===== config.mk =====
export PLATFORM = sky130hd
export DESIGN_NAME = wb_stage
export DESIGN_NICKNAME = d
export VERILOG_FILES = /design/src/rtl/cardinal_pkg.sv /design/src/rtl/wb_stage.sv
export SDC_FILE = /design/constraint.sdc
export NUM_CORES = 1
export LEC_CHECK = 0
export CORE_UTILIZATION = 37
export CTS_CLUSTER_SIZE = 14
export DETAILED_ROUTE_END_ITERATION = 10
export PLACE_DENSITY = 0.77
export SYNTH_ARGS = -nofsm -noshare
export SYNTH_HDL_FRONTEND = slang
export SYNTH_SLANG_ARGS = --single-unit

===== constraint.sdc =====
create_clock -name clk -period 2.05 [get_ports clk]
set_input_delay 0.3075 -clock clk [delete_from_list [all_inputs] [get_ports clk]]
set_output_delay 0.3075 -clock clk [all_outputs]
set_load 0.02 [all_outputs]

===== src/rtl/cardinal_pkg.sv =====
// Shared Cardinal CMP core definitions: datapath widths, PPP codes, writeback FSM states.
package cardinal_pkg;

  localparam int unsigned DATA_W = 64;
  localparam int unsigned REG_W  = 5;
  localparam int unsigned PPP_W  = 3;

  localparam logic [PPP_W-1:0] PPP_FULL  = 3'b000;
  localparam logic [PPP_W-1:0] PPP_UPPER = 3'b001;
  localparam logic [PPP_W-1:0] PPP_LOWER = 3'b010;
  localparam logic [PPP_W-1:0] PPP_EVEN  = 3'b011;
  localparam logic [PPP_W-1:0] PPP_ODD   = 3'b100;

  typedef enum logic {
    WB_IDLE    = 1'b0,
    WB_WAIT_LD = 1'b1
  } wb_state_e;

  // A commit only writes the RF when it asks to, targets a real register
  // (r0 is not writable) and carries a defined participation code.
  function automatic logic rf_commit_ok(input logic             wr_en,
                                        input logic [REG_W-1:0] rd,
                                        input logic [PPP_W-1:0] ppp);
    return wr_en && (rd != '0) && (ppp <= PPP_ODD);
  endfunction

endpackage


===== src/rtl/wb_stage.sv =====
// Writeback stage: MEM/WB register, load-response wait, RF write port, retire counter.
module wb_stage
  import cardinal_pkg::*;
#(
  parameter int unsigned CNT_W = 32
) (
  input  logic              clk,
  input  logic              reset,
  input  logic              mem_valid,
  input  logic              mem_wr_en,
  input  logic [0:4]        mem_rd,
  input  logic [0:2]        mem_ppp,
  input  logic              mem_is_load,
  input  logic [0:63]       mem_alu_res,
  input  logic              dmem_valid,
  input  logic [0:63]       dmem_data,
  output logic              wb_stall,
  output logic              rf_wr_en,
  output logic [0:4]        rf_rd,
  output logic [0:2]        rf_ppp,
  output logic [0:63]       rf_data,
  output logic [0:CNT_W-1]  retired,
  output logic              err_unexp_rsp
);

  wb_state_e              state_q, state_d;
  logic                   stall_q, stall_d;
  logic                   rf_wr_en_q, rf_wr_en_d;
  logic [REG_W-1:0]       rf_rd_q, rf_rd_d;
  logic [PPP_W-1:0]       rf_ppp_q, rf_ppp_d;
  logic [DATA_W-1:0]      rf_data_q, rf_data_d;
  logic                   pend_wr_en_q, pend_wr_en_d;
  logic [REG_W-1:0]       pend_rd_q, pend_rd_d;
  logic [PPP_W-1:0]       pend_ppp_q, pend_ppp_d;
  logic [CNT_W-1:0]       retired_q, retired_d;
  logic                   err_q, err_d;

  // Next-state: accept from MEM in IDLE, wait for the load response in WAIT_LD.
  always_comb begin
    state_d      = state_q;
    rf_wr_en_d   = 1'b0;
    rf_rd_d      = rf_rd_q;
    rf_ppp_d     = rf_ppp_q;
    rf_data_d    = rf_data_q;
    pend_wr_en_d = pend_wr_en_q;
    pend_rd_d    = pend_rd_q;
    pend_ppp_d   = pend_ppp_q;
    retired_d    = retired_q;
    err_d        = err_q;
    unique case (state_q)
      WB_IDLE: begin
        if (dmem_valid) begin
          err_d = 1'b1;
        end
        if (mem_valid) begin
          if (mem_is_load) begin
            pend_wr_en_d = mem_wr_en;
            pend_rd_d    = mem_rd;
            pend_ppp_d   = mem_ppp;
            state_d      = WB_WAIT_LD;
          end else begin
            rf_wr_en_d = rf_commit_ok(mem_wr_en, mem_rd, mem_ppp);
            rf_rd_d    = mem_rd;
            rf_ppp_d   = mem_ppp;
            rf_data_d  = mem_alu_res;
            retired_d  = retired_q + CNT_W'(1);
          end
        end
      end
      WB_WAIT_LD: begin
        if (dmem_valid) begin
          rf_wr_en_d = rf_commit_ok(pend_wr_en_q, pend_rd_q, pend_ppp_q);
          rf_rd_d    = pend_rd_q;
          rf_ppp_d   = pend_ppp_q;
          rf_data_d  = dmem_data;
          retired_d  = retired_q + CNT_W'(1);
          state_d    = WB_IDLE;
        end
      end
      default: state_d = WB_IDLE;
    endcase
    // Stall is registered from the next state so dmem_valid never reaches it combinationally.
    stall_d = (state_d == WB_WAIT_LD);
  end

  // State and output registers; synchronous active-high reset drops any pending load.
  always_ff @(posedge clk) begin
    if (reset) begin
      state_q      <= WB_IDLE;
      stall_q      <= 1'b0;
      rf_wr_en_q   <= 1'b0;
      rf_rd_q      <= '0;
      rf_ppp_q     <= '0;
      rf_data_q    <= '0;
      pend_wr_en_q <= 1'b0;
      pend_rd_q    <= '0;
      pend_ppp_q   <= '0;
      retired_q    <= '0;
      err_q        <= 1'b0;
    end else begin
      state_q      <= state_d;
      stall_q      <= stall_d;
      rf_wr_en_q   <= rf_wr_en_d;
      rf_rd_q      <= rf_rd_d;
      rf_ppp_q     <= rf_ppp_d;
      rf_data_q    <= rf_data_d;
      pend_wr_en_q <= pend_wr_en_d;
      pend_rd_q    <= pend_rd_d;
      pend_ppp_q   <= pend_ppp_d;
      retired_q    <= retired_d;
      err_q        <= err_d;
    end
  end

  assign wb_stall      = stall_q;
  assign rf_wr_en      = rf_wr_en_q;
  assign rf_rd         = rf_rd_q;
  assign rf_ppp        = rf_ppp_q;
  assign rf_data       = rf_data_q;
  assign retired       = retired_q;
  assign err_unexp_rsp = err_q;

endmodule

# Word level (Yosys, flattened, before mapping)
# Cells that the tools add are included.
# word_totals
inputBits	142
word_cells	50
ff_bits	116
output_inout_bits	107
# classes
reduce_logical	9
add_sub_neg	1
n_eq_ne	3
n_lt_le_gt_ge	2
mux	24
n_bitwise	1
# op_table
op	n
$mux 64	3
$pmux 64 s2	1
$mux 32	3
$pmux 32 s2	1
$add 32x1->32 const B	1
$mux 5	3
$pmux 5 s2	1
$reduce_bool 5->1	2
$mux 3	3
$le 3x3->1 const B	2
$mux 1	6
$ne 2x2->1 const B	3
$pmux 3 s2	1
$reduce_and 3->1	2
$logic_and 1x1->1	4
$pmux 1 s2	2
$reduce_and 2->1	1
$not 1->1	1

# Longest topological paths before layout
# Gate-level depths: netlist of the first run.
# depth
word_depth	6
mapped_depth	8

# Least setup slack after synthesis of the first run
# Ideal clock, no wire load.
# synth_path
path_kind	reg2reg
start	register retired_q[4], in the netlist retired[27]
end	register retired_q[31], in the netlist retired[0]
arrival_ns	2.068
n_path_buf	2
synth_period_minus_slack_ns	2.188
stages_incl_launch_ff	7
slack_ns	-0.138
setup_time_ns	0.121
cell_sequence	dfxtp_1 > nand4_1 > or4_1 > buf_2 > buf_6 > nor4_1 > mux2_2
# synth_via
elab_chain_len	4
# synth_lines
item	line_no	source
start, declared	wb_stage.sv:35	logic [CNT_W-1:0] retired_q, retired_d;
start signal, assigned	wb_stage.sv:110	retired_q <= retired_d;
$add 32x1->32 (*)	wb_stage.sv:66, wb_stage.sv:76	
$mux 32	wb_stage.sv:56	if (mem_is_load) begin
$mux 32	wb_stage.sv:55	if (mem_valid) begin
$pmux 32 s2 (*)	wb_stage.sv:50	unique case (state_q)
# Every way passes the cells marked *; elsewhere a longest branch is shown, timed or not. The select of a mux whose other input is x is not followed.
# A chain may end at the register's enable or synchronous reset.

# Worst setup path in the final report of the first run
# layout_path
start	input mem_valid
end	register retired_q[12], in the netlist retired[19]
# layout_via
elab_chain_len	2
# layout_lines
item	line_no	source
start, declared	wb_stage.sv:9	input logic mem_valid,
$ne 2x2->1 (no line)	n/a	
$reduce_and 3->1 (no line)	n/a	
# No other way between the ends.

==> results.py, run 1 <==
metrics = {
    "timing": {
        "drv_slew": 0,
        "clock_skew_ns": 0.00819,
        "finalSetupViolCount": 0,
        "fin_crit_ns": 2.00,
        "max_freq_mhz": 499,
        "worstMarginPinSlew_ns": 0.527,
        "rsz0062_at_grt": "false",
        "setup_ws_ns": 0.0464,
        "slew_headroom_pct": 64.9,
        "whs_ns": 0.302,
        "period_share_pct": 97.7,
        "hold_viol": 0,
    },
    "die": {
        "dieArea_mm2": 0.0145,
        "initial_utilization_pct": 38.5,
        "core_mm2": 0.0135,
        "die-height_um": 120,
        "fp.dieW_um": 120,
        "io_pins": 249,
        "num_rows": 42,
    },
    "worst_setup_path": {
        "r2r_start": "retired[25]$_SDFFE_PP0P_",
        "crit_required_ns": 2.37,
        "cp-end-kind": "flop",
        "criticalPathCategory": "input pin to flop",
        "startpoint": "mem_valid",
        "r2r_cells": 5,
        "path_max_fanout": 7,
        "critPathMaxStageDelay_ns": 0.50,
        "ff2ff_setup_slack_ns": 0.06,
        "slowest_stage": "or4_1",
        "worst-endpoint-arrival_ns": 2.32,
        "cp-start-kind": "input pin",
        "r2r_end": "retired[7]$_SDFFE_PP0P_",
        "crit_chain": "clkdlybuf4s50_1, or3b_4, a21o_4, buf_4, or4_1, a21oi_1",
    },
    "detailed_routing": {
        "drt_iter0_markers": 259,
        "route.antenna.remaining_nets": 0,
        "drt_wl_total_mm": 15.3,
        "dr.pass1.iters": 4,
        "num_vias": 5117,
        "vias_per_cell": 5.13,
        "drcViolationCount": 0,
        "wl_per_cell_um": 15.3,
    },
    "synth": {
        "syn_inst": 559,
        "syn-num-nets": 702,
        "synth_seq_area_share_pct": 44.9,
        "postSynthAreaPerCell_um2": 9.26,
        "ys_warn_count": 0,
        "synth_compound_area_share_pct": 16.1,
        "yosys-mux-area-fraction_pct": 17.4,
        "synth.distinct_cells": 31,
        "synth-adder-area-share_pct": 0.242,
        "synthSimpleGateAreaFrac_pct": 15.7,
        "synthXorXnorAreaFrac_pct": 1.18,
        "synth_top_family_by_area": "multiplexers",
        "syn_area_mm2": 0.00518,
        "ys_ff_latch": 116,
    },
    "flow_run": {
        "drv_cap": 0,
    },
    "grt": {
        "grt_pass1_vias": 5046,
        "grt_overflow_total": 0,
        "track_usage_pct": 21.3,
        "antenna_found_initial": 0,
        "grt_pass1_wl_mm": 24.3,
        "grt_max_degree": 71,
    },
    "finish": {
        "diodes": 0,
        "drive_gt1_share_pct": 11.3,
        "utilization_pct": 64.0,
        "final_nets": 951,
        "fillers": 1104,
        "area.growth.synth_to_final_pct": 66.4,
        "fin_cells": 997,
    },
    "run_status": {
        "status": "complete, no violations",
    },
    "clocking": {
        "ctsHoldBuffers": 0,
        "clockBufferDepth": 2,
        "cts_tree": "done",
        "clock-sinks": 116,
        "cts_setup_buffers": 0,
        "path_clk_slew_ns": 0.06,
        "clockRootBuffer": "clkbuf_16",
        "worstSkewPairLatency_ns": 0.40,
        "htreeDepth": 4,
        "cts_buffers": 17,
    },
    "power_and_ir_drop": {
        "peakVddDrop_mv": 0.567,
        "power_leakage_nw": 3.01,
        "powerDensity_mw_per_mm2": 743,
    },
    "place": {
        "place_congestion": 0.780,
        "dpl.cell_count": 965,
        "hpwl_mm": 11.6,
        "dp_slack_ns": -0.412,
        "portBuffers": 248,
    },
    "worst_hold_path": {
        "holdCritStartpoint": "reset",
        "worst_hold_path.num_cells": 2,
        "holdPathEnd": "retired[9]$_SDFFE_PP0P_",
        "worst_hold_path_type": "input pin to flop",
    },
}
## per-stage QoR
step,TNS (ns),total power [W],instance area (um2)
floorplan,0,0.00306,5210
global placement,-15.10,0.00369,8010
detailed placement,-16.91,0.00372,8010
CTS,0,0.00647,8580
global route,0,0.00666,8610
finish,0,0.00640,8610
## cells in the mapped netlist (all sizes together)
master,n,area [um2]
dfxtp,116,2320
nor2,99,372
mux2i,82,821
a211oi,76,571
clkbuf,33,124
a21oi,19,95.1
buf,17,91.3
or4,17,128
nand2,14,52.6
o31ai,14,105
nand3,9,45.0
mux2,7,78.8
nand4,7,43.8
nor2b,7,43.8
xnor2,7,61.3
inv,6,22.5
nor4,6,37.5
o21ai,6,30.0
and4,4,35.0
or3,3,18.8
a21o,2,15.0
a21boi,1,7.51
and2,1,6.26
ha,1,12.5
nand2b,1,6.26
nor3,1,5.00
nor4bb,1,10.0
o211ai,1,7.51
or3b,1,8.76
## registers in the layout (all words and copies together), names as in the netlist
register       flops
retired           32
pend_wr_en_q       1
rf_wr_en           1
pend_ppp_q         3
rf_rd              5
pend_rd_q          5
wb_stall           1
err_unexp_rsp      1
rf_data           64
rf_ppp             3
## layout make-up
| cell class | count | area (um2) | share of cell area (%) |
|---|---|---|---|
| clock inverter | 15 | 133 | 1.54 |
| multi-input combinational | 387 | 2670 | 31.0 |
| timing repair buffer | 280 | 2790 | 32.4 |
| clock buffer | 17 | 425 | 4.94 |
| tap | 176 | 220 | 2.56 |
| sequential | 116 | 2350 | 27.3 |
| inverter | 6 | 22.5 | 0.262 |
## placed cells by master (no fill, tap or decap), types with 2 or more instances in the layout
cell / synthesis / layout
clkdlybuf4s50_1: 0 / 247
dfxtp_1: 116 / 105
nor2_1: 99 / 99
mux2i_1: 82 / 82
a211oi_1: 76 / 76
buf_4: 0 / 27
a21oi_1: 19 / 19
clkbuf_16: 0 / 17
or4_1: 17 / 16
o31ai_1: 14 / 14
nand2_1: 14 / 13
nand3_1: 9 / 9
nor2b_1: 7 / 7
nand4_1: 7 / 7
mux2_2: 7 / 7
xnor2_1: 7 / 7
dfxtp_4: 0 / 7
inv_1: 6 / 6
o21ai_0: 6 / 6
nor4_2: 0 / 5
clkinvlp_4: 0 / 5
buf_12: 0 / 5
and4_1: 4 / 4
dfxtp_2: 0 / 4
or3_1: 3 / 3
clkinv_2: 0 / 3
clkinv_4: 0 / 3
inv_6: 0 / 2
## worst max path at each step
stage	end	depth (start not counted)
final	retired[19]$_SDFFE_PP0P_	6
after global placement	retired[13]$_SDFFE_PP0P_	6
after detailed placement	retired[11]$_SDFFE_PP0P_	6
after floorplan	retired[0]$_SDFFE_PP0P_	6
after global routing	retired[3]$_SDFFE_PP0P_	5
after CTS	retired[7]$_SDFFE_PP0P_	5
## power breakdown
group	switching, W	total [W]	internal, W
Clock	0.00106	0.00273	0.00167
Combinational	0.000553	0.00120	0.000650
Sequential	0.0000779	0.00247	0.00239
Total	0.00169	0.00640	0.00471
## routing by layer
layer	track usage (%)	part of all wire [%]
met3	6.46	6.2
met4	6.64	1.1
met1	23.5	40
met5	0	0
met2	38.8	53
## worst max-delay path: cells and delay by family
kind / cells / cell delay (ns)
and+or+nand+nor: 2 / 0.92
buffers and inverters: 2 / 0.65
AOI/OAI and AO/OA: 2 / 0.44
## cells by family after synthesis
group,count (synthesis)
adders and majority gates,1
muxes,89
buffers and inverters,56
and+or+nand+nor,171
xor gates and xnor gates,7
AOI/OAI and AO/OA,119
DFF,116
## what timing repair did
item	4_1_cts	5_1_grt
endpoints found under the setup margin	3	14
endpoints found under the hold margin	0	0
gates resized for setup	4	6
(Power assumes the default switching activity.)
==> run 2: changes to the inputs <==
--- a/config.mk
+++ b/config.mk
@@ -5,10 +5,12 @@
 export SDC_FILE = /design/constraint.sdc
 export NUM_CORES = 1
 export LEC_CHECK = 0
+export CORE_MARGIN = 10
 export CORE_UTILIZATION = 37
 export CTS_CLUSTER_SIZE = 14
 export DETAILED_ROUTE_END_ITERATION = 10
-export PLACE_DENSITY = 0.77
+export PLACE_DENSITY = 0.85
+export SKIP_LAST_GASP = 1
 export SYNTH_ARGS = -nofsm -noshare
 export SYNTH_HDL_FRONTEND = slang
 export SYNTH_SLANG_ARGS = --single-unit
==> run 2 against run 1 <==
Total power rose by 1.8%. Clock power rose by 3%. Combinational power rose by 3%. Critical endpoint is now retired[7]$_SDFFE_PP0P_. Largest power group unchanged.
==> results.py, run 2 (synthesis results as in run 1) <==
metrics = {
    "clocking": {
        "cts_buffers": 17,
        "htreeDepth": 4,
        "cts_tree": "done",
        "clockRootBuffer": "clkbuf_16",
        "worstSkewPairLatency_ns": 0.41,
        "cts_setup_buffers": 0,
        "clockBufferDepth": 2,
        "path_clk_slew_ns": 0.05,
        "clock-sinks": 116,
    },
    "grt": {
        "antenna_found_initial": 0,
        "track_usage_pct": 18.1,
        "gr-usage-met1_pct": 19.5,
        "met3_usage_pct": 8.25,
        "grt_use_met2_pct": 29.8,
        "grt_pass1_vias": 5337,
        "grt_pass1_wl_mm": 28.4,
        "grt_overflow_total": 0,
        "grt_max_degree": 57,
        "top_usage_layer": "met2",
    },
    "detailed_routing": {
        "wl_per_cell_um": 17.5,
        "vias_per_cell": 5.09,
        "num_vias": 5108,
        "drt_wl_total_mm": 17.6,
        "drt_iter0_markers": 204,
        "route.antenna.remaining_nets": 0,
        "drcViolationCount": 0,
        "dr.pass1.iters": 4,
    },
    "timing": {
        "whs_ns": 0.287,
        "finalSetupViolCount": 0,
        "worstMarginPinSlew_ns": 0.443,
        "max_freq_mhz": 497,
        "hold_viol": 0,
        "drv_slew": 0,
        "clock_skew_ns": 0.00721,
        "rsz0062_at_grt": "true",
        "fin_crit_ns": 2.01,
        "period_share_pct": 98.2,
        "slew_headroom_pct": 70.5,
    },
    "worst_setup_path": {
        "crit_required_ns": 2.35,
        "crit_path_end": "retired[7]$_SDFFE_PP0P_",
        "r2r_end": "retired[7]$_SDFFE_PP0P_",
        "r2r_start": "wb_stall$_SDFF_PP0_",
        "worst-endpoint-arrival_ns": 2.32,
        "criticalPathCategory": "input pin to flop",
        "cp-start-kind": "input pin",
        "startpoint": "mem_valid",
        "path_max_fanout": 20,
        "cp-end-kind": "flop",
        "r2r_cells": 5,
        "ff2ff_setup_slack_ns": 0.04,
    },
    "place": {
        "hpwl_mm": 13.0,
        "place_congestion": 0.797,
        "portBuffers": 248,
        "placement.cell_area_mm2": 0.00807,
    },
    "die": {
        "core_mm2": 0.0138,
        "io_pins": 249,
        "initial_utilization_pct": 37.6,
        "fp.dieW_um": 138,
        "die-height_um": 138,
        "dieArea_mm2": 0.0191,
        "num_rows": 43,
    },
    "finish": {
        "final_nets": 954,
        "final_area_mm2": 0.00871,
        "largest_reg_flops": 64,
        "final_common_cell": "clkdlybuf4s50_1",
        "final_cell_mix": "clkdlybuf4s50_1 (246), dfxtp_1 (105), nor2_1 (99)",
        "drive_gt1_share_pct": 11.4,
        "area.growth.synth_to_final_pct": 68.3,
        "diodes": 0,
    },
    "power_and_ir_drop": {
        "peakVddDrop_mv": 0.518,
        "power_w": 0.00651,
        "power_leakage_nw": 3.07,
        "powerDensity_mw_per_mm2": 748,
    },
    "run_status": {
        "status": "complete, no violations",
    },
    "worst_hold_path": {
        "worst_hold_path_type": "input pin to flop",
    },
    "flow_run": {
        "drv_cap": 0,
    },
}
run 2: worst min-delay path by stage:
stage,slack [ns],depth (start not counted),start,endpoint
3_5_place_dp,0.48,2,retired[19]$_SDFFE_PP0P_,retired[19]$_SDFFE_PP0P_
5_1_grt,0.28,2,reset,retired[14]$_SDFFE_PP0P_
3_3_place_gp,0.46,2,err_unexp_rsp$_SDFFE_PP0P_,err_unexp_rsp$_SDFFE_PP0P_
6_report,0.29,2,reset,retired[14]$_SDFFE_PP0P_
4_1_cts,0.27,2,reset,retired[13]$_SDFFE_PP0P_
2_1_floorplan,0.45,2,mem_ppp[2],pend_ppp_q[0]$_SDFFE_PP0P_
run 2: layout make-up:
cell class | instances | area (um2)
inverter | 6 | 22.5
clock buffer | 23 | 488
multi-input combinational | 387 | 2670
clock inverter | 9 | 77.6
timing repair buffer | 283 | 2870
tap | 180 | 225
sequential | 116 | 2350
fill | 1153 | 5060
run 2: worst max-delay path, stage by stage:
cell and delay (ns):
clkdlybuf4s50_1 0.47, or3b_1 0.46, a21o_1 0.25, buf_12 0.16, nor4_1 0.30, mux2_2 0.37
run 2: power breakdown:
| group | switching [W] | internal (W) |
|---|---|---|
| registers | 0.0000703 | 0.00239 |
| clock network | 0.00103 | 0.00178 |
| logic | 0.000573 | 0.000669 |
run 2: what timing repair did:
item                                   in CTS  in global routing
hold buffers                                0                  0
gates resized for setup                     3                  7
setup endpoints to repair                   2                 13
endpoints found under the hold margin       0                  0
gates cloned                                1                  0
pin swaps                                   0                  1
run 2: metal layers:
metal / vias up / routed length (um)
li1: 2564 / -
met1: 2335 / 7030
met2: 179 / 8620
met3: 30 / 1470
met4: 0 / 486
met5: - / 0
run 2: metrics by stage:
step	utilization [%]	cells	setup slack, ns	TNS (ns)
after CTS	63.0	1004	0.00713	0
after global placement	58.6	971	-0.324	-10.44
after detailed placement	58.6	971	-0.389	-14.08
after floorplan	-	559	0.00400	0
final	63.2	1004	0.0377	0
after global routing	63.2	1004	-0.00222	-0.00222
==> run 3: changes to the inputs <==
--- a/config.mk
+++ b/config.mk
@@ -5,6 +5,7 @@
 export SDC_FILE = /design/constraint.sdc
 export NUM_CORES = 1
 export LEC_CHECK = 0
+export CAP_MARGIN = 20
 export CORE_MARGIN = 10
 export CORE_UTILIZATION = 37
 export CTS_CLUSTER_SIZE = 14
==> results of run 3 <==
Same layout as run 2: the final DEF is identical, and so are final timing and power.
